## config.mk

```make
export PLATFORM = sky130hd
export DESIGN_NAME = tqvp_hx2003_pulse_receiver
export DESIGN_NICKNAME = d
export VERILOG_FILES = /design/src/rtl/tqvp_hx2003_pulse_receiver.sv
export SDC_FILE = /design/constraint.sdc
export NUM_CORES = 1
export LEC_CHECK = 0
export ABC_AREA = 1
export BUFFER_PORTS_ARGS = -buffer_cell sky130_fd_sc_hd__buf_2
export CAP_MARGIN = 20
export CORE_MARGIN = 1.5
export CORE_UTILIZATION = 58
export DETAILED_ROUTE_END_ITERATION = 10
export PLACE_DENSITY = 0.85
export SLEW_MARGIN = 20
export SYNTH_ARGS = -nofsm -noshare
export SYNTH_HDL_FRONTEND = slang
export SYNTH_SLANG_ARGS = --single-unit
export TNS_END_PERCENT = 20
```

## constraint.sdc

```tcl
create_clock -name clk -period 4.61 [get_ports clk]
set_clock_uncertainty 0.2 [all_clocks]
set_input_delay 0 -clock clk [delete_from_list [all_inputs] [get_ports clk]]
set_output_delay 0 -clock clk [all_outputs]
set_load 0.005 [all_outputs]
```

## src/rtl/tqvp_hx2003_pulse_receiver.sv

```systemverilog
// -----------------------------------------------------------------------------
// tqvp_hx2003_pulse_receiver
// TinyQV peripheral that measures the level segments of a pulse train on one
// ui_in pin. Each segment becomes a 2-bit symbol {level, long}. Symbols are packed
// LSB first, 16 per 32-bit word, into a small symbol memory that can be read
// over the peripheral bus. A frame ends after an idle-level segment of
// idle_timeout ticks, and that raises user_interrupt.
//
// Ports
//   clk            project clock
//   rst            synchronous reset, active high
//   ui_in          input PMOD; ui_in[RX_PIN] is the receive line
//   uo_out         unused output PMOD, driven 0
//   address        register address (0x00 CFG, 0x04 STATUS, 0x20.. symbol words)
//   data_in        bus write data
//   data_write_n   write strobe/size; only 32-bit writes (2'b10) are accepted
//   data_read_n    read strobe; reads have no side effects
//   data_out       read data, decoded combinationally from address
//   data_ready     always 1, every access completes in one cycle
//   user_interrupt done AND irq_en
// -----------------------------------------------------------------------------
module tqvp_hx2003_pulse_receiver #(
    parameter int NUM_DATA_REG = 5,
    parameter int RX_PIN       = 0
) (
    input  logic        clk,
    input  logic        rst,
    input  logic [7:0]  ui_in,
    output logic [7:0]  uo_out,
    input  logic [5:0]  address,
    input  logic [31:0] data_in,
    input  logic [1:0]  data_write_n,
    input  logic [1:0]  data_read_n,
    output logic [31:0] data_out,
    output logic        data_ready,
    output logic        user_interrupt
);

    // Count is 8 bits internally so a full 8-word memory (128 symbols) is representable.
    localparam logic [7:0] CAP = 8'(16 * NUM_DATA_REG);

    typedef enum logic [1:0] {
        ST_IDLE       = 2'd0,
        ST_WAIT_START = 2'd1,
        ST_RECEIVE    = 2'd2,
        ST_DONE       = 2'd3
    } state_t;

    // Symbol for a segment that just ended: its level and whether it reached the threshold.
    function automatic logic [1:0] f_symbol(input logic level, input logic [7:0] dur,
                                            input logic [7:0] thr);
        return {level, (dur >= thr)};
    endfunction

    logic [23:0] r_cfg;
    logic        r_enable_q;
    logic        r_lvl_q;
    logic [14:0] r_pre;
    logic [7:0]  r_dur;
    state_t      r_state;
    state_t      w_state_nxt;
    logic [7:0]  r_count;
    logic        r_done;
    logic        r_overflow;
    logic [31:0] r_mem [NUM_DATA_REG];

    logic        w_enable, w_invert, w_idle_level, w_irq_en;
    logic [3:0]  w_prescaler;
    logic [7:0]  w_long_thr, w_idle_to;
    logic        w_lvl, w_edge, w_tick, w_arm, w_timeout, w_emit, w_wr32, w_busy;
    logic [14:0] w_mask;
    logic        w_unused;

    assign w_enable     = r_cfg[0];
    assign w_invert     = r_cfg[1];
    assign w_idle_level = r_cfg[2];
    assign w_prescaler  = r_cfg[6:3];
    assign w_long_thr   = r_cfg[14:7];
    assign w_idle_to    = r_cfg[22:15];
    assign w_irq_en     = r_cfg[23];

    assign w_lvl   = ui_in[RX_PIN] ^ w_invert;
    assign w_edge  = (w_lvl != r_lvl_q);
    // Mask of the low prescaler bits; tick when all of them are set (every 2^p clocks).
    assign w_mask  = (15'd1 << w_prescaler) - 15'd1;
    assign w_tick  = ((r_pre & w_mask) == w_mask);
    assign w_arm   = w_enable & ~r_enable_q;
    assign w_wr32  = (data_write_n == 2'b10);
    assign w_busy  = (r_state == ST_WAIT_START) || (r_state == ST_RECEIVE);

    // The trailing idle segment ends the frame instead of producing a symbol.
    assign w_timeout = (r_state == ST_RECEIVE) && (r_lvl_q == w_idle_level) &&
                       (w_idle_to != 8'd0) && (r_dur == w_idle_to);
    assign w_emit    = (r_state == ST_RECEIVE) && w_edge && !w_timeout && w_enable;

    assign uo_out         = 8'd0;
    assign data_ready     = 1'b1;
    assign user_interrupt = r_done & w_irq_en;
    assign w_unused       = &{1'b0, data_read_n, ui_in, data_in[31:24]};

    // Configuration register and enable history for rising-edge detection.
    always_ff @(posedge clk) begin
        if (rst) begin
            r_cfg      <= 24'd0;
            r_enable_q <= 1'b0;
        end else begin
            r_enable_q <= w_enable;
            if (w_wr32 && (address == 6'h00)) begin
                r_cfg <= data_in[23:0];
            end
        end
    end

    // Input level history and free-running prescaler, restarted on every edge.
    always_ff @(posedge clk) begin
        if (rst) begin
            r_lvl_q <= 1'b0;
            r_pre   <= 15'd0;
        end else begin
            r_lvl_q <= w_lvl;
            if (w_edge) begin
                r_pre <= 15'd0;
            end else begin
                r_pre <= r_pre + 15'd1;
            end
        end
    end

    // Segment duration in ticks; only runs while receiving, edge beats tick.
    always_ff @(posedge clk) begin
        if (rst) begin
            r_dur <= 8'd0;
        end else if (r_state != ST_RECEIVE) begin
            r_dur <= 8'd0;
        end else if (w_edge) begin
            r_dur <= 8'd0;
        end else if (w_tick && (r_dur != 8'hFF)) begin
            r_dur <= r_dur + 8'd1;
        end
    end

    // FSM state register.
    always_ff @(posedge clk) begin
        if (rst) begin
            r_state <= ST_IDLE;
        end else begin
            r_state <= w_state_nxt;
        end
    end

    // FSM next state; clearing enable forces IDLE from anywhere.
    always_comb begin
        w_state_nxt = r_state;
        case (r_state)
            ST_IDLE: begin
                if (w_arm) w_state_nxt = ST_WAIT_START;
                else       w_state_nxt = ST_IDLE;
            end
            ST_WAIT_START: begin
                if (r_lvl_q != w_idle_level) w_state_nxt = ST_RECEIVE;
                else                         w_state_nxt = ST_WAIT_START;
            end
            ST_RECEIVE: begin
                if (w_timeout) w_state_nxt = ST_DONE;
                else           w_state_nxt = ST_RECEIVE;
            end
            ST_DONE: begin
                w_state_nxt = ST_DONE;
            end
            default: begin
                w_state_nxt = ST_IDLE;
            end
        endcase
        if (!w_enable) begin
            w_state_nxt = ST_IDLE;
        end else begin
            w_state_nxt = w_state_nxt;
        end
    end

    // Symbol count and status flags; a timeout beats a simultaneous done-clear.
    always_ff @(posedge clk) begin
        if (rst) begin
            r_count    <= 8'd0;
            r_done     <= 1'b0;
            r_overflow <= 1'b0;
        end else if ((r_state == ST_IDLE) && w_arm) begin
            r_count    <= 8'd0;
            r_done     <= 1'b0;
            r_overflow <= 1'b0;
        end else begin
            if (w_timeout && w_enable) begin
                r_done <= 1'b1;
            end else if (w_wr32 && (address == 6'h04) && data_in[7]) begin
                r_done <= 1'b0;
            end
            if (w_emit) begin
                if (r_count == CAP) begin
                    r_overflow <= 1'b1;
                end else begin
                    r_count <= r_count + 8'd1;
                end
            end
        end
    end

    // Symbol memory, not reset; each symbol lands in its 2-bit slot at the edge clock.
    always_ff @(posedge clk) begin
        if (!rst && w_emit && (r_count != CAP)) begin
            r_mem[r_count[6:4]][{r_count[3:0], 1'b0} +: 2] <= f_symbol(r_lvl_q, r_dur, w_long_thr);
        end
    end

    // Read mux.
    always_comb begin
        data_out = 32'd0;
        if (address[5]) begin
            if (32'(address[4:2]) < NUM_DATA_REG) begin
                data_out = r_mem[address[4:2]];
            end else begin
                data_out = 32'd0;
            end
        end else begin
            case (address[4:0])
                5'h00:   data_out = {8'd0, r_cfg};
                5'h04:   data_out = {22'd0, w_busy, r_overflow, r_done, r_count[6:0]};
                default: data_out = 32'd0;
            endcase
        end
    end

endmodule
```

==> run metrics <==
TritonCTS Buffers=24; synthesized-area fraction occupied by and/or/nand/nor cells=about a fifth; area grow syn2layout=15.0%; initial antenna violation count=1; main combinational cell family by area after synthesis=simple AND/OR/NAND/NOR gates; number of flip-flops and latches in the synthesized netlist=roughly 220; netlist area before placement=roughly 11000 sq um; area of the core=18000 sq um; top metal layer carrying routed signals=met4; critical path startpoint category=flip-flop; Max-slew headroom=about a quarter; share of synthesized registers carrying an async set or reset=0%; Die Outline Area=19200 sq um; clock latency at the later pin of the worst-skew pair=roughly 0.54 ns; routed length on met1=10600 um; remaining routing DRC violations=0; detailed route wirelength on metal3=roughly 3500 um; maximum number of pins on one net before global-route repair=47; effective utilization at floorplan=59.3%; sequential cell fraction of total power=about half; CP Capture Type=flip-flop; post-synth cell types=44; max-slew violation count=0; Synth warnings=0; outcome=finished, final reports clean; Worst EP required=between 4 and 5 ns; Die Wd=between 100 and 150 um; Post-synth EDFFs=between 150 and 200; share of synthesized area spent on multiplexers=0%; start point of the critical path=r_count[0]; endpoint of the worst register-to-register path=r_mem[1][6]; met2 wirelength from detailed routing=between 10000 and 15000 um; most used flip-flop cell after synthesis=sky130_fd_sc_hd__edfxtp_1; Fin Setup TNS=0 ns; # setup viols final=0; number of routed nets with antenna violations=0; complex-gate fraction of the synthesized area=13.8%; max-capacitance violation count=0; pre-CTS worst setup slack=1.41 ns; R2R Path Start=r_count[0]; clock tree root driver cell=sky130_fd_sc_hd__clkbuf_16; final hold slack=~0.10 ns; switching share of total power=between 20% and 30%; category of the critical setup timing path=flip-flop to flip-flop; global-route usage over all layers=just under 30%; Switching Power=0.000933 W; reported leakage power=roughly 4.9 nW; final cycle utilization of the critical path=a little under three quarters; CTS tree=yes; Clock power frac=47.1%; number of placed I/O pins=between 90 and 100; synthesized instance count=around 1100; H-tree depth=1; sequential element share of the synthesized area=about 57%; maximum vdd drop=around 0.33 mV; first-iteration detailed-routing DRC count=~1100; transition time of the tightest slew-check pin=approximately 1.1 ns; Routed wire per std cell=between 15 and 20 um; endpoint arrival time on the critical path=roughly 3.3 ns; origin of the worst min-delay path=address[5]; Final Wtd Congestion=between 0.9 and 1; xor/xnor share of the synthesized area=under 10%; R2R cell count=9; ratio of total power to cell area=between 300 and 400 nW/um^2; adder and majority gate portion of the synthesized area=2.35%; part of the power in combinational logic=4.8%; cell-internal power=around 0.0035 W; CTS sink count=~220; final net count=1276; global-route wire length before repair=between 40000 and 50000 um; height of the die=approximately 140 um; Core Rows=49; time the worst path needs with I/O delays and setup=3.31 ns; maximum buffer depth of the clock tree=3; Max Clock Freq=0.302 GHz; hpwl dp=18400 um; Avg Synthesized Cell Area=about 9.5 sq um; hold violation total from the final report=0; Hold Crit Class=input pin to flip-flop; critical path capture point=r_mem[1][6]; share of post-route cells with drive strength above 1=11.6%; residual overflow from global routing=0; clock-pin slew on the worst setup and hold paths=about 0.06 ns; critical-path maximum fanout=16; WL final=between 20000 and 30000 um; RSZ-0062 raised after global routing=false; setup slack of the critical path after layout=roughly 1.3 ns; number of global-route vias before repair=approximately 8300; number of post-CTS setup repair buffers=0; Detailed Routing Iterations Pass 1=5; Reg2Reg Setup Slack=between 1 and 1.5 ns; DR vias/cell=between 6 and 7; # port buffers=67; DR vias=around 9000
[through the flow]
step / cells / power (W) / utilization [%] / area [sq um]
floorplan: 1134 / 0.00227 / - / 10700
global placement: 1376 / 0.00233 / 61.6 / 11100
detailed placement: 1376 / 0.00233 / 61.6 / 11100
CTS: 1450 / 0.00437 / 68.1 / 12200
global route: 1451 / 0.00447 / 68.2 / 12200
finish: 1452 / 0.00438 / 68.2 / 12200
[cell usage after synthesis, types with 2 or more instances]
cell                         n  share of area, %
sky130_fd_sc_hd__nor3_1     14              0.66
sky130_fd_sc_hd__a21oi_1    83               3.9
sky130_fd_sc_hd__inv_2       2             0.071
sky130_fd_sc_hd__o211a_1    14               1.3
sky130_fd_sc_hd__ha_1       20               2.3
sky130_fd_sc_hd__inv_1     107               3.8
sky130_fd_sc_hd__clkbuf_1   45               1.6
sky130_fd_sc_hd__edfxtp_1  160                45
sky130_fd_sc_hd__nor4_1      6              0.35
sky130_fd_sc_hd__nor2_2      3              0.18
sky130_fd_sc_hd__nand2_1   145               5.1
sky130_fd_sc_hd__buf_4      10              0.70
sky130_fd_sc_hd__xnor2_1     6              0.49
sky130_fd_sc_hd__nand2_4     8              0.85
sky130_fd_sc_hd__conb_1      2             0.071
sky130_fd_sc_hd__nand3_4     3              0.49
sky130_fd_sc_hd__buf_2       4              0.19
sky130_fd_sc_hd__o211ai_1   21               1.5
sky130_fd_sc_hd__nor2_1    176               6.2
sky130_fd_sc_hd__xor2_1     16               1.3
sky130_fd_sc_hd__o22ai_1    14              0.82
sky130_fd_sc_hd__nand2_2     3              0.18
sky130_fd_sc_hd__o21a_1      9              0.63
sky130_fd_sc_hd__nand4_1    23               1.4
sky130_fd_sc_hd__nand3_1    51               2.4
sky130_fd_sc_hd__o221ai_1    9              0.74
sky130_fd_sc_hd__dfxtp_1    61                11
sky130_fd_sc_hd__a31oi_1    10              0.59
sky130_fd_sc_hd__o21ai_0    87               4.1
[worst min path at each step]
stage / endpoint / cells after the start / slack [ns]
2_1_floorplan: r_lvl_q / 1 / -0.13
3_3_place_gp: r_cfg[23] / 3 / 0.05
3_5_place_dp: r_cfg[23] / 3 / 0.05
4_1_cts: r_done / 5 / 0.06
5_1_grt: r_done / 5 / 0.12
6_report: r_done / 5 / 0.10
[per-layer routing]
metal / GRT usage, % / vias to the layer above
met2: 48.9 / 610
met4: 8.98 / 0
met3: 6.34 / 67
met1: 38.4 / 4178
li1: - / 4065
met5: 0 / -
[cell usage in the layout (no fill, tap or decap), drive strengths merged, types with 4 or more instances in the layout]
cell type      n
nor2         181
edfxtp       160
nand2        156
inv          109
o21ai         87
a21oi         83
buf           75
dfxtp         61
nand3         55
dlygate4sd3   30
clkbuf        28
nand4         24
o211ai        21
ha            20
xor2          17
nor3          16
o211a         14
o22ai         14
clkinv        13
a31oi         10
o21a           9
o221ai         9
conb           9
xnor2          6
nor4           6
bufinv         4
[logic make-up after synthesis]
kind of cell / Yosys count
xor+xnor: 23
buf+inv: 171
other cells: 2
fa+ha+maj: 20
compound gates: 250
flops: 221
simple gates: 440
[registers in the layout, summed over array words and instances (netlist names), 2 cells and up]
name     cells
r_count      8
r_cfg       24
r_state      2
r_pre       15
r_dur        8
r_mem      160
[layout make-up]
class	count	area, sq um
diodes	1	2.50
clock buffers	28	669
clock inverters	16	196
fillers	1287	5720
inverters	110	413
multi-input cells	742	3960
flip-flops and latches	221	6030
well taps	229	287
repair buffers	105	699
[critical path, cell delays in order, from the launching register on]
cell and delay, ns:
sky130_fd_sc_hd__dfxtp_1 0.57, sky130_fd_sc_hd__inv_1 0.22, sky130_fd_sc_hd__ha_1 0.28, sky130_fd_sc_hd__nand3_1 0.12, sky130_fd_sc_hd__inv_1 0.09, sky130_fd_sc_hd__nand4_2 0.22
sky130_fd_sc_hd__nand3_4 0.22, sky130_fd_sc_hd__nor2_8 0.46, sky130_fd_sc_hd__nand3_1 0.34, sky130_fd_sc_hd__nor2_1 0.27
[power groups by stage]
stage | sequential [W] | combinational (W) | clock (W)
floorplan | 0.00215 | 0.000116 | 0
global placement | 0.00215 | 0.000178 | 0
detailed placement | 0.00215 | 0.000182 | 0
CTS | 0.00211 | 0.000203 | 0.00206
global route | 0.00211 | 0.000226 | 0.00214
finish | 0.00211 | 0.000210 | 0.00206
[repair_timing]
| item | 4_1_cts | 5_1_grt |
|---|---|---|
| setup endpoints to repair | 0 | 0 |
| resized for setup | 0 | 0 |
| endpoints found under the hold margin | 129 | 0 |
| hold buffers | 30 | 0 |
(Power assumes the default switching activity.)
